## src/rtl/ads127l01_pkg.sv

```systemverilog
// ads127l01_pkg -- shared widths and FSM state type for the ADS127L01 capture
// controller.
//   SMP_W   : width of one ADC sample word
//   CNT_W   : width of the session sample counter / num_samples
//   state_t : capture controller FSM states
package ads127l01_pkg;

    localparam int SMP_W = 24;
    localparam int CNT_W = 16;

    typedef enum logic [2:0] {
        IDLE,
        PWRUP,
        SETTLE,
        CAPTURE,
        DRAIN
    } state_t;

endpackage

```

## src/rtl/capture_fifo.sv

```systemverilog
// capture_fifo -- synchronous single-clock FIFO with show-ahead head word.
// The head entry is presented combinationally from the storage array, so a
// word written into an empty FIFO is visible one cycle after the push.
// rd_data is forced to zero while the FIFO is empty so nothing stale leaks out
// after reset.
// Ports:
//   clk, rst_n : clock, synchronous active-low reset (empties the FIFO)
//   push       : write wr_data (accepted when not full, or full with a pop)
//   wr_data    : word to write
//   pop        : consumer takes the head word (ignored when empty)
//   rd_data    : head word, zero when empty
//   full/empty : occupancy flags
// DEPTH must be a power of two and at least 2.
module capture_fifo #(
    parameter int WIDTH = 25,
    parameter int DEPTH = 4
) (
    input  logic             clk,
    input  logic             rst_n,
    input  logic             push,
    input  logic [WIDTH-1:0] wr_data,
    input  logic             pop,
    output logic [WIDTH-1:0] rd_data,
    output logic             full,
    output logic             empty
);

    localparam int AW = (DEPTH > 1) ? $clog2(DEPTH) : 1;
    localparam int CW = AW + 1;
    localparam logic [CW-1:0] FULL_CNT = CW'(DEPTH);

    logic [WIDTH-1:0] mem [DEPTH];
    logic [AW-1:0]    wr_ptr_reg;
    logic [AW-1:0]    rd_ptr_reg;
    logic [CW-1:0]    count_reg;
    logic             pop_ok;
    logic             push_ok;

    assign empty   = (count_reg == '0);
    assign full    = (count_reg == FULL_CNT);
    assign pop_ok  = pop & ~empty;
    // When full, the slot being written is the one being read out this cycle.
    assign push_ok = push & (~full | pop_ok);
    assign rd_data = empty ? '0 : mem[rd_ptr_reg];

    // Storage has no reset so it can map onto RAM resources.
    always_ff @(posedge clk) begin
        if (push_ok) begin
            mem[wr_ptr_reg] <= wr_data;
        end
    end

    always_ff @(posedge clk) begin
        if (!rst_n) begin
            wr_ptr_reg <= '0;
            rd_ptr_reg <= '0;
            count_reg  <= '0;
        end else begin
            if (push_ok) begin
                wr_ptr_reg <= wr_ptr_reg + AW'(1);
            end
            if (pop_ok) begin
                rd_ptr_reg <= rd_ptr_reg + AW'(1);
            end
            case ({push_ok, pop_ok})
                2'b10:   count_reg <= count_reg + CW'(1);
                2'b01:   count_reg <= count_reg - CW'(1);
                default: count_reg <= count_reg;
            endcase
        end
    end

endmodule

```

## src/rtl/ads127l01_capture_ctrl.sv

```systemverilog
// ads127l01_capture_ctrl -- session controller for an ADS127L01 ADC.
// Sequences power-up (adc_pd), conversion start (adc_start) and the serial
// receiver enable, drops the first DISCARD samples while the digital filter
// settles, then buffers samples into a small FIFO with a last-sample tag.
// Ports:
//   clk, rst_n        : clock, synchronous active-low reset
//   cmd_start/cmd_stop: one-cycle session start / abort pulses (stop wins)
//   num_samples       : session length, 0 = continuous
//   smp_data/smp_valid: sample word and its one-cycle strobe
//   adc_pd, adc_start : ADC pins (adc_pd is the active-low power-down pin)
//   rx_en             : serial receiver enable
//   m_data/m_valid/m_ready/m_last : buffered sample stream
//   busy              : controller is not idle
//   overrun           : sticky, a sample was dropped on a full FIFO
module ads127l01_capture_ctrl
    import ads127l01_pkg::*;
#(
    parameter int PWRUP_CYC  = 1024,
    parameter int DISCARD    = 2,
    parameter int FIFO_DEPTH = 4
) (
    input  logic             clk,
    input  logic             rst_n,
    input  logic             cmd_start,
    input  logic             cmd_stop,
    input  logic [CNT_W-1:0] num_samples,
    input  logic [SMP_W-1:0] smp_data,
    input  logic             smp_valid,
    output logic             adc_pd,
    output logic             adc_start,
    output logic             rx_en,
    output logic [SMP_W-1:0] m_data,
    output logic             m_valid,
    input  logic             m_ready,
    output logic             m_last,
    output logic             busy,
    output logic             overrun
);

    localparam int TMR_W = $clog2(PWRUP_CYC + 1);
    localparam int DSC_W = (DISCARD > 0) ? $clog2(DISCARD + 1) : 1;
    localparam logic [TMR_W-1:0] TMR_LAST = TMR_W'(PWRUP_CYC - 1);
    localparam logic [DSC_W-1:0] DSC_LAST = DSC_W'((DISCARD > 0) ? DISCARD - 1 : 0);

    state_t           state_reg;
    state_t           state_next;
    logic [TMR_W-1:0] timer_reg;
    logic [DSC_W-1:0] disc_reg;
    logic [CNT_W-1:0] cnt_reg;
    logic [CNT_W-1:0] num_reg;
    logic [CNT_W-1:0] cnt_inc;
    logic             overrun_reg;
    logic             adc_pd_reg;
    logic             adc_start_reg;
    logic             rx_en_reg;
    logic             busy_reg;

    logic             is_last;
    logic             cap_strobe;
    logic             fifo_full;
    logic             fifo_empty;
    logic             fifo_pop;
    logic             drop;
    logic [SMP_W:0]   fifo_rdata;

    assign cnt_inc    = cnt_reg + CNT_W'(1);
    assign is_last    = (num_reg != '0) && (cnt_inc == num_reg);
    // A stop pulse aborts immediately; a strobe in the same cycle is not kept.
    assign cap_strobe = (state_reg == CAPTURE) && smp_valid && !cmd_stop;
    assign fifo_pop   = m_ready & ~fifo_empty;
    assign drop       = cap_strobe & fifo_full & ~fifo_pop;

    always_comb begin
        state_next = state_reg;
        case (state_reg)
            IDLE: begin
                if (cmd_start && !cmd_stop) begin
                    state_next = PWRUP;
                end
            end
            PWRUP: begin
                if (cmd_stop) begin
                    state_next = DRAIN;
                end else if (timer_reg == TMR_LAST) begin
                    state_next = (DISCARD == 0) ? CAPTURE : SETTLE;
                end
            end
            SETTLE: begin
                if (cmd_stop) begin
                    state_next = DRAIN;
                end else if (smp_valid && (disc_reg == DSC_LAST)) begin
                    state_next = CAPTURE;
                end
            end
            CAPTURE: begin
                if (cmd_stop) begin
                    state_next = DRAIN;
                end else if (smp_valid && is_last) begin
                    state_next = DRAIN;
                end
            end
            DRAIN: begin
                // Leave one cycle after the buffer has been seen empty.
                if (fifo_empty) begin
                    state_next = IDLE;
                end
            end
            default: state_next = IDLE;
        endcase
    end

    // Pin outputs are registered from the next state so they change together
    // with the state register and never glitch.
    always_ff @(posedge clk) begin
        if (!rst_n) begin
            state_reg     <= IDLE;
            timer_reg     <= '0;
            disc_reg      <= '0;
            cnt_reg       <= '0;
            num_reg       <= '0;
            overrun_reg   <= 1'b0;
            adc_pd_reg    <= 1'b0;
            adc_start_reg <= 1'b0;
            rx_en_reg     <= 1'b0;
            busy_reg      <= 1'b0;
        end else begin
            state_reg     <= state_next;
            adc_pd_reg    <= (state_next != IDLE);
            adc_start_reg <= (state_next == SETTLE) || (state_next == CAPTURE) ||
                             (state_next == DRAIN);
            rx_en_reg     <= (state_next == SETTLE) || (state_next == CAPTURE);
            busy_reg      <= (state_next != IDLE);

            if (state_reg == PWRUP) begin
                timer_reg <= timer_reg + TMR_W'(1);
            end else begin
                timer_reg <= '0;
            end

            if (state_reg != SETTLE) begin
                disc_reg <= '0;
            end else if (smp_valid) begin
                disc_reg <= disc_reg + DSC_W'(1);
            end

            if (state_reg == IDLE && state_next == PWRUP) begin
                num_reg     <= num_samples;
                cnt_reg     <= '0;
                overrun_reg <= 1'b0;
            end else begin
                // Dropped samples still count toward the session length.
                if (cap_strobe) begin
                    cnt_reg <= cnt_inc;
                end
                if (drop) begin
                    overrun_reg <= 1'b1;
                end
            end
        end
    end

    capture_fifo #(
        .WIDTH (SMP_W + 1),
        .DEPTH (FIFO_DEPTH)
    ) u_fifo (
        .clk     (clk),
        .rst_n   (rst_n),
        .push    (cap_strobe),
        .wr_data ({is_last, smp_data}),
        .pop     (m_ready),
        .rd_data (fifo_rdata),
        .full    (fifo_full),
        .empty   (fifo_empty)
    );

    assign m_valid   = ~fifo_empty;
    assign m_data    = fifo_rdata[SMP_W-1:0];
    assign m_last    = fifo_rdata[SMP_W];
    assign adc_pd    = adc_pd_reg;
    assign adc_start = adc_start_reg;
    assign rx_en     = rx_en_reg;
    assign busy      = busy_reg;
    assign overrun   = overrun_reg;

endmodule

```

## config.mk

```make
export PLATFORM = sky130hd
export DESIGN_NAME = ads127l01_capture_ctrl
export DESIGN_NICKNAME = d
export VERILOG_FILES = /design/src/rtl/ads127l01_pkg.sv /design/src/rtl/capture_fifo.sv /design/src/rtl/ads127l01_capture_ctrl.sv
export SDC_FILE = /design/constraint.sdc
export NUM_CORES = 1
export LEC_CHECK = 0
export CAP_MARGIN = 20
export CORE_MARGIN = 3
export CORE_UTILIZATION = 45
export DETAILED_ROUTE_END_ITERATION = 16
export PLACE_DENSITY = 0.71
export SLEW_MARGIN = 20
export SYNTH_ARGS = -nofsm -noshare
export SYNTH_HDL_FRONTEND = slang
export SYNTH_HIERARCHICAL = 1
export SYNTH_SLANG_ARGS = --single-unit
```

## constraint.sdc

```tcl
create_clock -name clk -period 3.7 [get_ports clk]
set_input_delay 0.555 -clock clk [delete_from_list [all_inputs] [get_ports clk]]
set_output_delay 0.555 -clock clk [all_outputs]
set_load 0.005 [all_outputs]
```

After elaboration in Yosys (flattened, before gate mapping)
Memory sizes are Yosys's and may differ from the RTL's. A register that Yosys moved wholly into a read port is not among the register bits.
Cells that the tools add are included.
{ "totals": {"mem_count": 1, "word_cells": 77, "reg_bits": 59, "mem_bits_rw": 100} }
{ "op_classes": {"n_addsub": 7, "n_reduce_logical": 18, "bitwise": 9, "mux": 15, "n_eq_ne": 15} }
{ "mem_list": {"columns": ["name", "words", "word_bits", "rd", "rd_ports_with_merged_regs", "write_ports", "line_no", "source"], "rows": [
  ["u_fifo.mem", 4, 25, 1, 1, 1, "capture_fifo.sv:32", "logic [WIDTH-1:0] mem [DEPTH];"]
]} }
{ "op_table": {"columns": ["op", "count"], "rows": [
  ["two-way mux 25 bit", 1],
  ["two-way mux 3 bit", 8],
  ["adder 16 x 1 -> 16 bit (second input constant)", 1],
  ["== test 16 bit", 1],
  ["nonzero test 16 bit", 1],
  ["one-hot mux 3 bit (5 select lines)", 1],
  ["== test 3 x 2 -> 1 bit (second input constant)", 4],
  ["adder 11 x 1 -> 11 bit (second input constant)", 1],
  ["== test 11 x 10 -> 1 bit (second input constant)", 1],
  ["== test 3 bit (second input constant)", 3],
  ["logical AND 1 bit", 7],
  ["adder 2 x 1 -> 2 bit (second input constant)", 3],
  ["== test 3 x 1 -> 1 bit (second input constant)", 2],
  ["zero test 3 bit", 2],
  ["one-hot mux 3 bit (2 select lines)", 1],
  ["AND 1 bit", 4],
  ["== test 2 x 1 -> 1 bit (second input constant)", 2],
  ["two-way mux 2 bit", 2],
  ["inverter 1 bit", 4],
  ["OR reduction 2 bit", 2],
  ["adder 3 x 1 -> 3 bit (second input constant)", 1],
  ["!= test 3 x 2 -> 1 bit (second input constant)", 1],
  ["nonzero test 3 bit", 1],
  ["subtractor 3 x 1 -> 3 bit (second input constant)", 1],
  ["other kinds (7)", 9]
]} }

Longest topological paths before layout
{ "depth": {"word_depth": 10, "mapped_depth": 11} }

Modules after synthesis
Netlist, hierarchy kept.
{ "by_module_without_submodules": {"columns": ["mod", "cells_per_inst", "area_per_inst_um2", "instances"], "rows": [
  ["capture_fifo", 226, 4413.0, 1],
  ["ads127l01_capture_ctrl", 336, 2792.7, 1]
]} }

Least setup slack after synthesis
No wires, ideal clock.
{ "synth_path": {"path_kind": "in2reg", "startpoint": "input port smp_valid", "endpoint": "memory u_fifo.mem[0][0], enable pin", "setup_time_ns": 0.384, "setup_slack_ns": 0.842, "arrival_ns": 2.474, "required_ns": 3.316, "path_stages": 8, "n_path_buf": 3, "path_cell_list": "clkbuf_2 -> nand4_1 -> clkbuf_1 -> inv_1 -> buf_2 -> inv_1 -> a31oi_1 -> and2_1"} }
{ "synth_via": {"elab_chain_cells": 5} }
{ "synth_rtl": {"columns": ["item", "line_no", "source"], "rows": [
  ["start, declared", "ads127l01_capture_ctrl.sv:28", "input logic smp_valid,"],
  ["logical AND 1 bit (2 in a row)", "ads127l01_capture_ctrl.sv:69", "assign cap_strobe = (state_reg == CAPTURE) && smp_valid && !cmd_stop;"],
  ["via cap_strobe", "ads127l01_capture_ctrl.sv:59", "logic cap_strobe;"],
  ["AND 1 bit", "capture_fifo.sv:43", "assign push_ok = push & (~full | pop_ok);"],
  ["two-way mux 1 bit", "capture_fifo.sv:48", "if (push_ok) begin"],
  ["two-way mux 1 bit (not written as such)", "capture_fifo.sv:49", "mem[wr_ptr_reg] <= wr_data;"],
  ["end, declared", "capture_fifo.sv:32", null]
]} }
The timed path passes the listed nets, and every way through them passes these cells.

==> results.cfg <==
[global_route]
grt_start_max_net_pins = 26
track_usage_pct = 16.1
grt_pass1_wl_microns = 22300
grt_remaining_overflow = 0
antenna_found_initial = 0
grt_pass1_vias = 4400

[clock_network]
clkLatencyLatePin_ns = 0.43
clk_pin_slew_ns = 0.07
cts_buffers = 17
ctsHoldBuffers = 0
cts_tree = built
cts-root-buf = clkbuf_16
cts_buffer_depth = 2
cts.sinks = 161
htreeDepth = 4
postCtsSetupBuffers = 0
ctsResizeCount = 0

[synthesis]
synth_edf_count = 100
netlist_top_cells_area = edfxtp_1 42%, dfxtp_1 17%, mux4_2 6.3%, nand2_1 3.2%, xor2_1 3.2%
async_flop_share_pct = 0
netlist_instances = 562
synthTopCellsByCount = 100 x edfxtp_1, 61 x dfxtp_1, 61 x nand2_1
synth_top_cell_area_share_pct = 41.7
synth_area_per_cell_sq_um = 12.8
synth-seq-area-share_pct = 58.6
synth_ff_type = edfxtp_1
synth.distinct_cells = 62
synth-seq-cells = 161
synthesis.area_sq_um = 7210
yosysMostFrequentCell = edfxtp_1
yosys_warnings = 6
yosysTopAreaCell = edfxtp_1
syn_nets = 616

[sta]
max_freq_mhz = 315
hold_viol = 0
fin_setup_tns_ns = 0
drv_slew = 0
setup_viol = 0
max_slew.worst_pin.slew_ns = 0.813
max-slew-margin-rel_pct = 45.6
skew_ns = 0.0175
period_share_pct = 85.9
fin_crit_ns = 3.18
rsz0062_at_grt = false

[place]
hpwl_microns = 9260
gp_congestion = 0.843
place_inst = 824
place_area_sq_um = 8050
io_buffers = 76

[power]
powerDensity_nw_per_um2 = 431
ir_drop_mv = 0.328
p_sw_share_pct = 21.2
combPwrFrac_pct = 3.7
p_int_mw = 2.93
leakagePower_nw = 2.88
p_total_mw = 3.72
clkPwrFrac_pct = 44.6
p_switching_mw = 0.789
pwr-share-seq_pct = 51.8

[floorplan]
initial_core_util_pct = 46.7
fp.dieArea_sq_um = 17600
num_rows = 45
dieWidth_microns = 133
core_area_sq_um = 15400
die_y_microns = 133
ios = 77

[status]
status = finished, final reports clean

[route]
drt_wl_total_microns = 13700
avgRoutedWirePerCell_microns = 16.0
final_antenna_net_count = 0
dr_total_vias = 4463
wl_met2_microns = 6750
dr.max_layer_used = met4
drt_iter0_drc = 352
via_per_inst = 5.21
wl_met3_microns = 587
drc = 0
m1WireLength_microns = 6110
drt_first_pass_iters = 4

[final_layout]
antenna_cells = 0
layout.cells.non_filler = 856
fin_nets = 686
area_growth_pct = 19.5
drive_gt1_share_pct = 11.9
largest_reg_flops = 100
n_fill_cell = 1263
design_area_sq_um = 8610

[critical_path]
cp_max_fo = 20
crit_path_start_kind = register
r2r_start = cnt_reg[0]
setup.worst_path.class = reg2out
crit_required_ns = 3.14
cp-end-kind = primary output
cp.arrival_ns = 2.62

[flow_run]
drv_cap = 0

[worst_hold_path]
holdCritPathClass = reg2reg
hp-start = timer_reg[0]
-- final timing paths --
check             slack (ns)            to  depth (start not counted)
setup reg to reg        0.93         rx_en                          7
hold reg to reg         0.45  timer_reg[0]                          1
setup / recovery        0.52    m_data[23]                          4
hold / removal          0.45  timer_reg[0]                          1
-- cell families after synthesis --
logic type                 synth area share (%)
and+or+nand+nor                            15.4
xor gates and xnor gates                   5.71
DFF                                        58.6
muxes                                      8.35
adders and majority gates                  1.49
AOI/OAI and AO/OA                          6.08
buffers and inverters                      4.36
-- per-stage QoR --
step | setup slack [ns] | utilization [%] | hold slack [ns]
floorplan | 0.842 | - | 0.418
global placement | 0.938 | 52.2 | 0.429
detailed placement | 0.852 | 52.2 | 0.439
CTS | 0.447 | 55.8 | 0.449
global route | 0.332 | 55.8 | 0.495
finish | 0.522 | 55.8 | 0.451
-- power groups by stage --
stage | registers (mW) | clock network (mW) | logic, mW
3_5_place_dp | 1.96 | 0 | 0.137
3_3_place_gp | 1.96 | 0 | 0.134
4_1_cts | 1.92 | 1.69 | 0.138
5_1_grt | 1.92 | 1.77 | 0.150
2_1_floorplan | 1.96 | 0 | 0.0620
6_report | 1.92 | 1.66 | 0.136
-- area by class of cell --
cell class                      count  area, sq um  share of cell area, %
Timing Repair Buffer               86          836                   9.70
Inverter                           16         60.1                  0.697
Multi-Input combinational cell    350         2670                   31.0
Tap cell                          211          264                   3.07
Sequential cell                   161         4230                   49.1
Clock buffer                       20          437                   5.07
Clock inverter                     12          124                   1.44
-- per-layer routing --
| layer | vias up | track usage [%] |
|---|---|---|
| met5 | - | 0 |
| met4 | 0 | 5.72 |
| met3 | 16 | 4.49 |
| met2 | 106 | 26.7 |
| met1 | 2174 | 20.3 |
| li1 | 2167 | - |
-- worst max-delay path, stage by stage, from the launching register on --
cell             delay, ns
dfxtp_2               0.77
buf_4                 0.30
mux4_2                0.51
nor2b_1               0.14
clkdlybuf4s50_1       0.48
-- cells in the final DEF (no fill, tap or decap), types with 4 or more instances in the layout --
master | synthesis | routed
edfxtp_1 | 100 | 100
clkdlybuf4s50_1 | 0 | 76
nand2_1 | 61 | 61
dfxtp_1 | 61 | 60
nor2_1 | 38 | 38
xor2_1 | 26 | 26
nor2b_1 | 24 | 24
xnor2_1 | 21 | 21
mux4_2 | 20 | 20
clkbuf_16 | 0 | 17
inv_1 | 16 | 16
nand3_1 | 16 | 16
a21boi_0 | 16 | 16
a21oi_1 | 12 | 12
o21ai_0 | 10 | 10
buf_4 | 4 | 10
nand4_1 | 7 | 7
nor3_1 | 7 | 7
nor4_1 | 7 | 7
ha_1 | 7 | 7
and3_1 | 6 | 6
and2_1 | 6 | 6
nand3b_1 | 5 | 5
or3_1 | 5 | 5
inv_6 | 0 | 5
mux4_1 | 5 | 5
o31ai_1 | 4 | 4
o211ai_1 | 4 | 4
clkinvlp_4 | 0 | 4
Power figures use the tool's default switching activity.
